**src/rtl/poly_stream_io.sv**
```systemverilog
// poly_stream_io: host-side streaming adapter for the Kyber polynomial core.
// Load packs 12-bit coefficients into 48-bit words for the core's coefficient
// RAM; unload captures the core's 32-word read burst and replays it as a
// coefficient stream.
// Optional feature: define POLY_STREAM_IO_RANGE_CHECK_EN to reduce loaded
// coefficients >= Q by Q and raise the sticky range_err flag.

module poly_stream_io #(
    parameter int WID    = 12,
    parameter int DWID   = 48,
    parameter int AWID   = 5,
    parameter int RD_LAT = 1
) (
    input  logic            clk,
    input  logic            rst,
    input  logic            cmd_load,
    input  logic            cmd_unload,
    output logic            busy,
    input  logic [WID-1:0]  s_coef,
    input  logic            s_valid,
    output logic            s_ready,
    output logic [WID-1:0]  m_coef,
    output logic            m_valid,
    input  logic            m_ready,
    output logic            range_err,
    output logic [DWID-1:0] core_data_in,
    output logic [AWID-1:0] core_data_in_add,
    output logic            core_data_in_done,
    input  logic [DWID-1:0] core_data_out,
    output logic [1:0]      core_mode,
    output logic            core_run,
    input  logic            core_done
);

    typedef enum logic [2:0] {
        IDLE,
        LOAD,
        FLUSH,
        LDONE,
        URUN,
        UCAP,
        USTREAM
    } state_t;

    localparam logic [1:0] MODE_DATAIN  = 2'd2;
    localparam logic [1:0] MODE_DATAOUT = 2'd3;
    localparam logic [6:0] CNT_LAST     = 7'd127;

    state_t            state;
    state_t            state_next;
    logic [6:0]        cnt;
    logic              flush_tick;
    logic              done_seen;
    logic              drained;
    logic [3*WID-1:0]  lane_acc;
    logic [DWID-1:0]   buffer [32];
    logic [DWID-1:0]   cur_word;
    logic [WID-1:0]    coef_in;
    logic              s_accept;
    logic              m_accept;
    logic              cap_fire;
    logic [AWID-1:0]   cap_pos;
    logic              cmd_take;

    assign cmd_take = (state == IDLE) && (cmd_load || cmd_unload);
    assign s_accept = (state == LOAD) && s_valid;
    assign m_accept = m_valid && m_ready;
    // The capture counter runs from the URUN edge; the first RD_LAT ticks are
    // the core's read latency before word 0 appears.
    assign cap_fire = (state == UCAP) && (cnt >= 7'(RD_LAT));
    assign cap_pos  = AWID'(cnt - 7'(RD_LAT));
    assign cur_word = buffer[cnt[6:2]];

`ifdef POLY_STREAM_IO_RANGE_CHECK_EN
    localparam logic [WID-1:0] Q = WID'(3329);

    assign coef_in = (s_coef >= Q) ? (s_coef - Q) : s_coef;

    // Sticky out-of-range flag, cleared only by reset or a new load command.
    always_ff @(posedge clk or posedge rst) begin
        if (rst) begin
            range_err <= 1'b0;
        end else if ((state == IDLE) && cmd_load) begin
            range_err <= 1'b0;
        end else if (s_accept && (s_coef >= Q)) begin
            range_err <= 1'b1;
        end
    end
`else
    assign coef_in   = s_coef;
    assign range_err = 1'b0;
`endif

    // State register.
    always_ff @(posedge clk or posedge rst) begin
        if (rst) begin
            state <= IDLE;
        end else begin
            state <= state_next;
        end
    end

    // Next-state decode and the status/handshake outputs that follow the state.
    always_comb begin
        state_next        = state;
        busy              = 1'b1;
        s_ready           = 1'b0;
        m_valid           = 1'b0;
        core_data_in_done = 1'b0;
        case (state)
            IDLE: begin
                busy = 1'b0;
                if (cmd_load) begin
                    state_next = LOAD;
                end else if (cmd_unload) begin
                    state_next = URUN;
                end
            end
            LOAD: begin
                s_ready = 1'b1;
                if (s_accept && (cnt == CNT_LAST)) begin
                    state_next = FLUSH;
                end
            end
            FLUSH: begin
                if (flush_tick) begin
                    state_next = LDONE;
                end
            end
            LDONE: begin
                core_data_in_done = 1'b1;
                if (core_done) begin
                    state_next = IDLE;
                end
            end
            URUN: begin
                state_next = UCAP;
            end
            UCAP: begin
                if (cap_fire && (cap_pos == '1)) begin
                    state_next = USTREAM;
                end
            end
            USTREAM: begin
                m_valid = !drained;
                if ((drained || (m_accept && (cnt == CNT_LAST))) &&
                    (done_seen || core_done)) begin
                    state_next = IDLE;
                end
            end
            default: begin
                state_next = IDLE;
            end
        endcase
    end

    // Lane select for the outgoing coefficient; forced to 0 when not valid.
    always_comb begin
        m_coef = '0;
        if (m_valid) begin
            case (cnt[1:0])
                2'd0:    m_coef = cur_word[WID-1:0];
                2'd1:    m_coef = cur_word[2*WID-1:WID];
                2'd2:    m_coef = cur_word[3*WID-1:2*WID];
                default: m_coef = cur_word[4*WID-1:3*WID];
            endcase
        end
    end

    // Shared coefficient/tick counter: load index, capture tick, stream index.
    always_ff @(posedge clk or posedge rst) begin
        if (rst) begin
            cnt <= '0;
        end else begin
            case (state)
                IDLE: begin
                    if (cmd_take) begin
                        cnt <= '0;
                    end
                end
                LOAD: begin
                    if (s_valid && (cnt != CNT_LAST)) begin
                        cnt <= cnt + 7'd1;
                    end
                end
                URUN: begin
                    cnt <= '0;
                end
                UCAP: begin
                    if (cap_fire && (cap_pos == '1)) begin
                        cnt <= '0;
                    end else begin
                        cnt <= cnt + 7'd1;
                    end
                end
                USTREAM: begin
                    if (m_accept && (cnt != CNT_LAST)) begin
                        cnt <= cnt + 7'd1;
                    end
                end
                default: begin
                    cnt <= cnt;
                end
            endcase
        end
    end

    // Command bookkeeping: mode latch, one-cycle run pulse, done latch,
    // stream-drained flag and the two-cycle flush timer.
    always_ff @(posedge clk or posedge rst) begin
        if (rst) begin
            core_mode  <= 2'd0;
            core_run   <= 1'b0;
            done_seen  <= 1'b0;
            drained    <= 1'b0;
            flush_tick <= 1'b0;
        end else begin
            core_run   <= cmd_take;
            flush_tick <= (state == FLUSH) ? !flush_tick : 1'b0;
            if (state == IDLE) begin
                done_seen <= 1'b0;
                drained   <= 1'b0;
                if (cmd_load) begin
                    core_mode <= MODE_DATAIN;
                end else if (cmd_unload) begin
                    core_mode <= MODE_DATAOUT;
                end
            end else begin
                if (((state == UCAP) || (state == USTREAM)) && core_done) begin
                    done_seen <= 1'b1;
                end
                if ((state == USTREAM) && m_accept && (cnt == CNT_LAST)) begin
                    drained <= 1'b1;
                end
            end
        end
    end

    // Word packing; the core-facing word and address update together on the
    // fourth lane and otherwise hold so repeated core writes are harmless.
    always_ff @(posedge clk or posedge rst) begin
        if (rst) begin
            lane_acc         <= '0;
            core_data_in     <= '0;
            core_data_in_add <= '0;
        end else if (s_accept) begin
            case (cnt[1:0])
                2'd0:    lane_acc[WID-1:0]       <= coef_in;
                2'd1:    lane_acc[2*WID-1:WID]   <= coef_in;
                2'd2:    lane_acc[3*WID-1:2*WID] <= coef_in;
                default: begin
                    core_data_in     <= {coef_in, lane_acc};
                    core_data_in_add <= cnt[6:2];
                end
            endcase
        end
    end

    // Unload capture buffer; its contents need no reset because the stream
    // only reads words captured during the current unload.
    always_ff @(posedge clk) begin
        if (cap_fire) begin
            buffer[cap_pos] <= core_data_out;
        end
    end

endmodule

```
**config.mk**
```make
export PLATFORM = sky130hd
export DESIGN_NAME = poly_stream_io
export DESIGN_NICKNAME = d
export VERILOG_FILES = /design/src/rtl/poly_stream_io.sv
export SDC_FILE = /design/constraint.sdc
export NUM_CORES = 1
export LEC_CHECK = 0
export CELL_PAD_IN_SITES_DETAIL_PLACEMENT = 1
export CELL_PAD_IN_SITES_GLOBAL_PLACEMENT = 2
export CORE_UTILIZATION = 40
export CTS_BUF_LIST = sky130_fd_sc_hd__clkbuf_8
export DETAILED_ROUTE_END_ITERATION = 7
export PLACE_DENSITY = 0.77
export SYNTH_ARGS = -nofsm -noshare
export SYNTH_HDL_FRONTEND = slang
export SYNTH_SLANG_ARGS = --single-unit
```
**constraint.sdc**
```tcl
create_clock -name clk -period 4.5 [get_ports clk]
set_input_delay 1.125 -clock clk [delete_from_list [all_inputs] [get_ports clk]]
set_output_delay 1.125 -clock clk [all_outputs]
set_load 0.02 [all_outputs]
```
# Word-level counts from Yosys, hierarchy flattened
# Memory sizes are Yosys's and may differ from the RTL's.
# Index checks and enable logic that the tools add are counted.
[totals] out_inout_bits=73 ramBits=1536 mem_bits_ro=0 register_bits=105 latchBits=0 input_bits=67 wordCells=98 mem_count=1
[classes] reduce_logical=33 n_eq_ne=20 n_bitwise=1 mux=28 shift=0 n_addsub=2 div_mod_pow=0 order_cmp=1 n_mul=0
[memory_table] name="buffer" depth=32 word_bits=48 read_ports=1 rd_clocked_by_memory_dff=0 wr=1 line="56" text="logic [DWID-1:0] buffer [32];"
[op_table] operator="12-bit case mux with 3 select lines" count=1
[op_table] operator="7-bit case mux with 5 select lines" count=1
[op_table] operator="7-bit 2-to-1 mux" count=4
[op_table] operator="3-bit 2-to-1 mux" count=7
[op_table] operator="3-bit case mux with 7 select lines" count=1
[op_table] operator="1-bit logical AND" count=13
[op_table] operator="12-bit 2-to-1 mux" count=1
[op_table] operator="2-bit != test, second input constant" count=6
[op_table] operator="1-bit 2-to-1 mux" count=11
[op_table] operator="2-bit AND reduction" count=5
[op_table] operator="3-bit == test, second input constant" count=3
[op_table] operator="7-bit by 1-bit adder with 7-bit output, second input constant" count=1
[op_table] operator="7-bit == test, second input constant" count=1
[op_table] operator="7-bit by 1-bit greater-or-equal comparator with 1-bit output, second input constant" count=1
[op_table] operator="7-bit != test, second input constant" count=1
[op_table] operator="3-bit by 2-bit == test with 1-bit output, second input constant" count=2
[op_table] operator="6-bit AND reduction" count=1
[op_table] operator="2-bit nonzero test" count=3
[op_table] operator="5-bit == test, second input constant" count=1
[op_table] operator="5-bit nonzero test" count=1
[op_table] operator="5-bit by 1-bit subtractor with 5-bit output, second input constant" count=1
[op_table] operator="1-bit logical OR" count=4
[op_table] operator="2-bit 2-to-1 mux" count=2
[op_table] operator="2-bit by 1-bit != test with 1-bit output, second input constant" count=2
[op_table] operator="10 further kinds" count=11

# Longest topological paths before layout
# Gate-level depths: netlist (run 1).
[depth] depth_word=8 ltp_mapped=11 ltp_nobuf=8

# Worst setup path after synthesis (run 1)
# No wires, ideal clock.
[synth_path] kind="reg-to-reg" from="register cnt[2]" to="memory buffer[24][0], enable pin" period_less_slack_ns=4.233 path_stages_with_launch=10 path_slack_ns=0.267 setup_time_ns=0.454 t_arrival_ns=3.779 path_buffers=6 required_ns=4.046 path_cell_list="dfrtp_1 buf_6 buf_6 buf_4 buf_4 buf_2 buf_2 o31ai_1 nand2_1 nor2_1"
[synth_between] elab_chain_cells=4 word_cells_on_any_way=5 classes_between="1 x add/sub; 1 x order compare; 2 x mux; 1 x reduce/logical"
[synth_lines] element="start: declaration" line="51" text="logic [6:0] cnt;"
[synth_lines] element="start signal: assignment" line="183" text="cnt <= cnt + 7'd1;"
[synth_lines] element="start signal: assignment" line="193" text="cnt <= cnt + 7'd1;"
[synth_lines] element="start signal: assignment" line="198" text="cnt <= cnt + 7'd1;"
[synth_lines] element="7-bit by 1-bit greater-or-equal comparator with 1-bit output" line="70" text="assign cap_fire = (state == UCAP) && (cnt >= 7'(RD_LAT));"
[synth_lines] element="1-bit logical AND" line="70"
[synth_lines] element="1-bit 2-to-1 mux" line="262" text="if (cap_fire) begin"
[synth_lines] element="1-bit 2-to-1 mux (not written as such)" line="263" text="buffer[cap_pos] <= core_data_out;"
[synth_lines] element="end: declaration" line="56"
# Several ways; a longest one is shown, not always the timed one.

# Worst setup path after layout (run 1)
[layout_path] from="register cnt[2]" to="output port m_coef[1]"
[layout_between] elab_chain_cells=3
[layout_lines] element="memory 32 x 48 bit"
[layout_lines] element="12-bit case mux with 3 select lines" line="161" text="case (cnt[1:0])"
[layout_lines] element="12-bit 2-to-1 mux" line="160" text="if (m_valid) begin"
[layout_lines] element="end: declaration" line="22" text="output logic [WID-1:0] m_coef,"
# No other way between the ends.

==> results.json, run 1 <==
{
  "status": "finished, violations left",
  "violations": "setup timing",
  "cts.clk_slew.worst_paths_ps": 60,
  "area_growth_pct": 21.81,
  "yosysMostFrequentCell": "edfxtp_1",
  "clk_path_buf_depth": 4,
  "fin_skew_ps": 67.16,
  "hold_end": "flush_tick",
  "grt_max_degree": 61,
  "cp_num_buf_inv": 6,
  "holdPathStages": 1,
  "ff2ff_path_depth": 8,
  "core_area_mm2": 0.1564,
  "p_leak_nw": 24.50,
  "yosysSeqAreaShare_pct": 77.34,
  "regArea_mm2": 0.04877,
  "num_vias": 34990,
  "gp_congestion": 0.7816,
  "viasPerCell": 6.089,
  "synth_cell_types": 63,
  "synthesis.nets": 2979,
  "fin_nets": 3573,
  "start_util_pct": 40.31,
  "finalCritPeriodShare_pct": 107.5,
  "r2r_end": "buffer[30][36]",
  "drtIter0Drc": 4231,
  "cp_common_cell": "buf_6",
  "grtUsageTotal_pct": 25.05,
  "hpwlAfterDp_um": 104600,
  "setup_viol": 12,
  "fmax_ghz": 0.2068,
  "hold_violations": 0,
  "utilization_pct": 49.10,
  "hp-class": "reg2reg",
  "arrival_ps": 3710,
  "die_area_mm2": 0.1592,
  "multi_input_area_mm2": 0.01443,
  "synth_top_area_cell": "edfxtp_1",
  "synth_async_sr_flop_share_pct": 6.399,
  "synthDominantCellAreaShare_pct": 73.17,
  "critPathMaxFanout": 7,
  "antenna_left": 0,
  "antenna_found_initial": 15,
  "fin_crit_ps": 4837,
  "yosys_warnings": 0,
  "synth-edff-count": 1536,
  "cap_violations": 0,
  "stdcell_count": 5747,
  "netlist_top_cells_count": "edfxtp_1, mux4_2, mux2i_1",
  "ys_ff_latch": 1641,
  "worstPathCellList": "buf_6 > buf_12 > buf_12 > buf_16 > buf_6 > mux4_2 > a22o_1 > a211oi_2 > a21oi_1 > a21oi_2 > a31oi_4 > buf_6",
  "cts_sinks": 1641,
  "dpl_cell_area_mm2": 0.06889,
  "path_class": "reg2out",
  "hp-start": "flush_tick",
  "slew_viol_final": 0,
  "dieHeight_um": 399.0,
  "start_kind": "register",
  "wl_met2_um": 96670,
  "critPathCaptureType": "output port",
  "rows": 145,
  "nFillCells": 14150,
  "reg2reg_from": "cnt[0]",
  "overflow": 0,
  "grt_pass1_vias": 35910,
  "clock_latency_ps": 1010,
  "setup_slack_ps": -336.6,
  "grt_pass1_wl_um": 277500,
  "wl_met3_um": 18940,
  "htree_num_levels": 5,
  "wirelength_met1_um": 77060,
  "drive_above_1_share_pct": 34.92,
  "worstMarginPinSlew_ps": 1205,
  "drcViolationCount": 0,
  "fp.dieW_um": 399.0,
  "wl_um": 200000,
  "total_power_mw": 33.26,
  "dp_cells": 5148,
  "crit_required_ps": 3380,
  "cp_top_family": "compound AO/OA/AOI/OAI gates",
  "syn_inst": 2905,
  "cts_made_buffers": 286,
  "fin_area_mm2": 0.07678,
  "reg2reg_slack_ps": 760,
  "hold_buffers": 0,
  "irDropWorstVdd_mv": 0.3545,
  "cp_slowest_stage_delay_ps": 520,
  "clockRootBuffer": "clkbuf_8",
  "grt_setup_unrepaired": "true",
  "slew_headroom_pct": 19.39,
  "port-buffer-count": 138,
  "powerDensity_mw_per_mm2": 433.2,
  "syn_area_mm2": 0.06303,
  "cts_tree": "yes",
  "synth_area_leaders": "edfxtp_1, mux4_2, dfrtp_1, mux2i_1, mux2_2",
  "ys.flop_type": "edfxtp_1",
  "cpMaxStageDelayCell": "dfrtp_4",
  "highest_layer": "met5",
  "wl_per_cell_um": 34.80,
  "syn_area_per_cell_um2": 21.70,
  "first_pass_iters": 8,
  "num_io_pins": 140
}
## worst reg2reg max path: stages, from the launching register on
cell,delay (ps)
dfrtp_1,530
inv_1,210
ha_2,590
buf_4,390
nor2b_1,330
a21boi_1,250
nor2_1,210
nor2_4,640
buf_4,310
## power breakdown
group | leakage (nW) | total (mW) | switching [mW] | internal [mW]
Combinational | 6.45 | 3.79 | 2.15 | 1.64
Sequential | 15.2 | 17.3 | 0.165 | 17.1
Clock | 2.85 | 12.2 | 5.98 | 6.23
## worst max path at each step
| stage | startpoint | end | slack, ps | cells after the start |
|---|---|---|---|---|
| 6_report | cnt[2] | m_coef[1] | -340 | 12 |
| 5_1_grt | cnt[2] | m_coef[3] | -390 | 11 |
| 4_1_cts | cnt[2] | m_coef[1] | -340 | 12 |
| 3_5_place_dp | cnt[4] | m_coef[3] | -10 | 9 |
| 3_3_place_gp | cnt[4] | m_coef[3] | 9 | 9 |
| 2_1_floorplan | cnt[2] | buffer[24][0] | 270 | 9 |
## timing repair
item	4_1_cts	5_1_grt
setup endpoints to repair	12	12
resized for setup	213	59
pin swaps	52	31
cloned	24	6
buffers inserted	68	29
## cells by family after synthesis
family | count (synthesis) | share of synthesized area [%]
flops | 1641 | 77.34
compound gates | 304 | 3.406
xor+xnor | 1 | 0.01390
other cells | 1 | 0.005949
buf+inv | 176 | 1.564
fa+ha+maj | 7 | 0.1389
simple gates | 206 | 1.493
mux | 569 | 16.04
## placed cells by master, fill, tap and decap left out, drive strengths merged, types with 6 or more instances in the layout
| master | instances |
|---|---|
| a211oi | 53 |
| a21oi | 41 |
| a22o | 17 |
| a22oi | 48 |
| a31oi | 18 |
| a32oi | 7 |
| and2 | 7 |
| buf | 330 |
| bufbuf | 10 |
| clkbuf | 310 |
| clkdlybuf4s50 | 126 |
| clkinv | 73 |
| dfrtp | 105 |
| diode | 6 |
| edfxtp | 1536 |
| ha | 7 |
| inv | 102 |
| mux2 | 87 |
| mux2i | 138 |
| mux4 | 344 |
| nand2 | 79 |
| nand3 | 20 |
| nand3b | 7 |
| nor2 | 54 |
| nor2b | 9 |
| nor3 | 12 |
| o21ai | 28 |
| o221ai | 32 |
| o22ai | 39 |
## per-layer routing
| metal | track usage, % | up-vias |
|---|---|---|
| met5 | 0 | - |
| met4 | 8.983 | 12 |
| met3 | 4.638 | 457 |
| met2 | 40.94 | 2195 |
| met1 | 33.64 | 18860 |
| li1 | - | 13470 |
## area by class of cell
| type | instances | share of cell area (%) |
|---|---|---|
| diodes | 6 | 0.01955 |
| clock buffers | 304 | 5.449 |
| clock inverters | 168 | 0.9109 |
| inverters | 10 | 0.05215 |
| multi-input cells | 1088 | 18.79 |
| flip-flops and latches | 1641 | 63.52 |
| well taps | 2058 | 3.354 |
| repair buffers | 472 | 7.908 |
## state kept, by name, indices dropped and copies added (netlist names)
signal / count
buffer: 1536
cnt: 7
core_data_in: 48
core_data_in_add: 5
core_mode: 2
core_run: 1
done_seen: 1
drained: 1
flush_tick: 1
lane_acc: 36
state: 3
## through the flow
step	hold WS (ps)	setup slack [ps]	TNS (ps)
after CTS	436.8	-344.7	-3671
after detailed placement	429.5	-14.26	-14.26
after global placement	420.3	9.299	0
after floorplan	408.1	267.1	0
after global routing	449.3	-388.1	-3886
final	441.6	-336.6	-3126
(Power assumes the default switching activity.)
==> run 2: changes to the inputs <==
clock period = 4.1 ns   (was 4.5 ns; I/O delays follow)
==> run 2 against run 1 <==
The flow still finishes with violations (setup timing); critical path type unchanged; cell count decreased by 0.12%; register-to-register slack got worse by 590 ps; worst hold slack got worse by 38 ps.
==> results.json, run 2 (same netlist as run 1, synthesis figures left out) <==
{
  "hp-class": "in2async",
  "dpl_cell_area_mm2": 0.06886,
  "fin_skew_ps": 83.54,
  "final_common_cell": "edfxtp_1",
  "fin_nets": 3569,
  "regMostFlops": "buffer",
  "grt_pass1_wl_um": 270900,
  "final_cell_mix": "edfxtp_1, mux4_2, clkbuf_8, buf_4, mux2i_1",
  "worstPathCellList": "buf_12 > buf_16 > buf_16 > buf_4 > mux4_2 > a22oi_1 > a21oi_2 > a32oi_4 > a21oi_4 > buf_6",
  "port-buffer-count": 138,
  "rows": 145,
  "reg2reg_slack_ps": 170,
  "clk_path_buf_depth": 4,
  "antenna_left": 0,
  "cp_common_cell": "buf_16",
  "drcViolationCount": 0,
  "drtIter0Drc": 4281,
  "critPathMaxFanout": 13,
  "critPathCaptureType": "output port",
  "die_area_mm2": 0.1592,
  "largest_registers": "buffer x1536, core_data_in x48, lane_acc x36",
  "slew_headroom_pct": 10.07,
  "viasPerCell": 6.043,
  "start_kind": "register",
  "slew_viol_final": 0,
  "irDropWorstVdd_mv": 0.4631,
  "wl_um": 195400,
  "worstMarginPinSlew_ps": 1345,
  "pre_cts_ws_ps": -173.2,
  "cts.clk_slew.worst_paths_ps": 80,
  "fmax_ghz": 0.2127,
  "reg2reg_from": "cnt[0]",
  "htree_num_levels": 5,
  "dieHeight_um": 399.0,
  "fin_crit_ps": 4702,
  "finalCritPeriodShare_pct": 114.7,
  "cpMaxStageDelayCell": "mux4_2",
  "grtUsageTotal_pct": 24.50,
  "fin_setup_tns_ps": -6926,
  "cp_num_buf_inv": 5,
  "largest_reg_flops": 1536,
  "cp_slowest_stage_delay_ps": 510,
  "r2r_end": "buffer[30][46]",
  "crit_path_start": "cnt[2]",
  "setup_viol": 12,
  "cts_tree": "yes",
  "start_util_pct": 40.31,
  "total_power_mw": 36.56,
  "cts_sinks": 1641,
  "path_class": "reg2out",
  "gp_congestion": 0.7704,
  "setup_slack_ps": -602.2,
  "grt_max_degree": 70,
  "ff2ff_path_depth": 9,
  "area_growth_pct": 21.05,
  "drive_above_1_share_pct": 34.97,
  "fin_area_mm2": 0.07630,
  "stdcell_count": 5740,
  "grt_setup_unrepaired": "true",
  "grt_pass1_vias": 35450,
  "clock_latency_ps": 1050,
  "status": "finished, violations left",
  "overflow": 0,
  "powerDensity_mw_per_mm2": 479.2,
  "num_vias": 34690,
  "hpwlAfterDp_um": 102100,
  "core_area_mm2": 0.1564,
  "crit_required_ps": 3070,
  "antenna_found_initial": 12,
  "cp_top_family": "compound AO/OA/AOI/OAI gates",
  "num_io_pins": 140,
  "hold_violations": 0,
  "fp.dieW_um": 399.0,
  "violations": "setup timing",
  "arrival_ps": 3680,
  "cts_made_buffers": 281,
  "wl_per_cell_um": 34.04,
  "clockRootBuffer": "clkbuf_8",
  "cap_violations": 0,
  "first_pass_iters": 5,
  "dp_cells": 5160,
  "p_leak_nw": 24.28
}
[run 2: per-stage QoR]
step | hold WS (ps) | util (%)
floorplan | 408.1 | -
global placement | 420.4 | 44.03
detailed placement | 422.4 | 44.03
CTS | 370.9 | 48.53
global route | 449.0 | 48.78
finish | 404.1 | 48.79
[run 2: area by class of cell]
class,instances,area [um2]
clock inverter,171,874.6
inverter,10,40.04
clock buffer,294,4046
tap,2058,2575
timing repair buffer,473,5648
sequential,1641,48770
multi-input combinational,1088,14340
antenna,5,12.51
fill,14160,80090
[run 2: how the worst max path moves through the flow]
stage	to	slack, ps	depth (start not counted)
floorplan	buffer[24][0]	-130	9
global placement	m_coef[2]	-120	10
detailed placement	m_coef[2]	-170	10
CTS	m_coef[2]	-660	11
global route	m_coef[11]	-690	11
finish	m_coef[11]	-600	10
[run 2: where the power goes]
part | switching, mW | leakage (nW) | internal, mW | total, mW
clock | 6.55 | 2.80 | 6.97 | 13.5
combinational | 2.38 | 6.28 | 1.75 | 4.13
sequential | 0.150 | 15.2 | 18.8 | 18.9
total | 9.07 | 24.3 | 27.5 | 36.6
[run 2: layer usage]
metal / share of wire (%) / GRT usage (%) / up-vias
met4: 3.5 / 9.113 / 18
met2: 47 / 38.86 / 2149
met1: 39 / 32.86 / 18640
met3: 10 / 5.974 / 428
met5: 0.059 / 0 / -
li1: - / - / 13450
[run 2: worst reg2reg max path, cell delays in order (launching register included)]
cell	delay (ps)
dfrtp_1	400
inv_1	150
ha_1	860
buf_4	440
buf_4	210
nor2b_1	290
a21boi_1	280
nor2_1	240
nor2_4	410
buf_4	360
[run 2: repair_timing]
action,in CTS,in global routing
buffers inserted,67,33
endpoints found under the setup margin,12,12
gates cloned,20,1
hold buffers,0,0
gates resized for setup,190,66
pin swaps,38,29
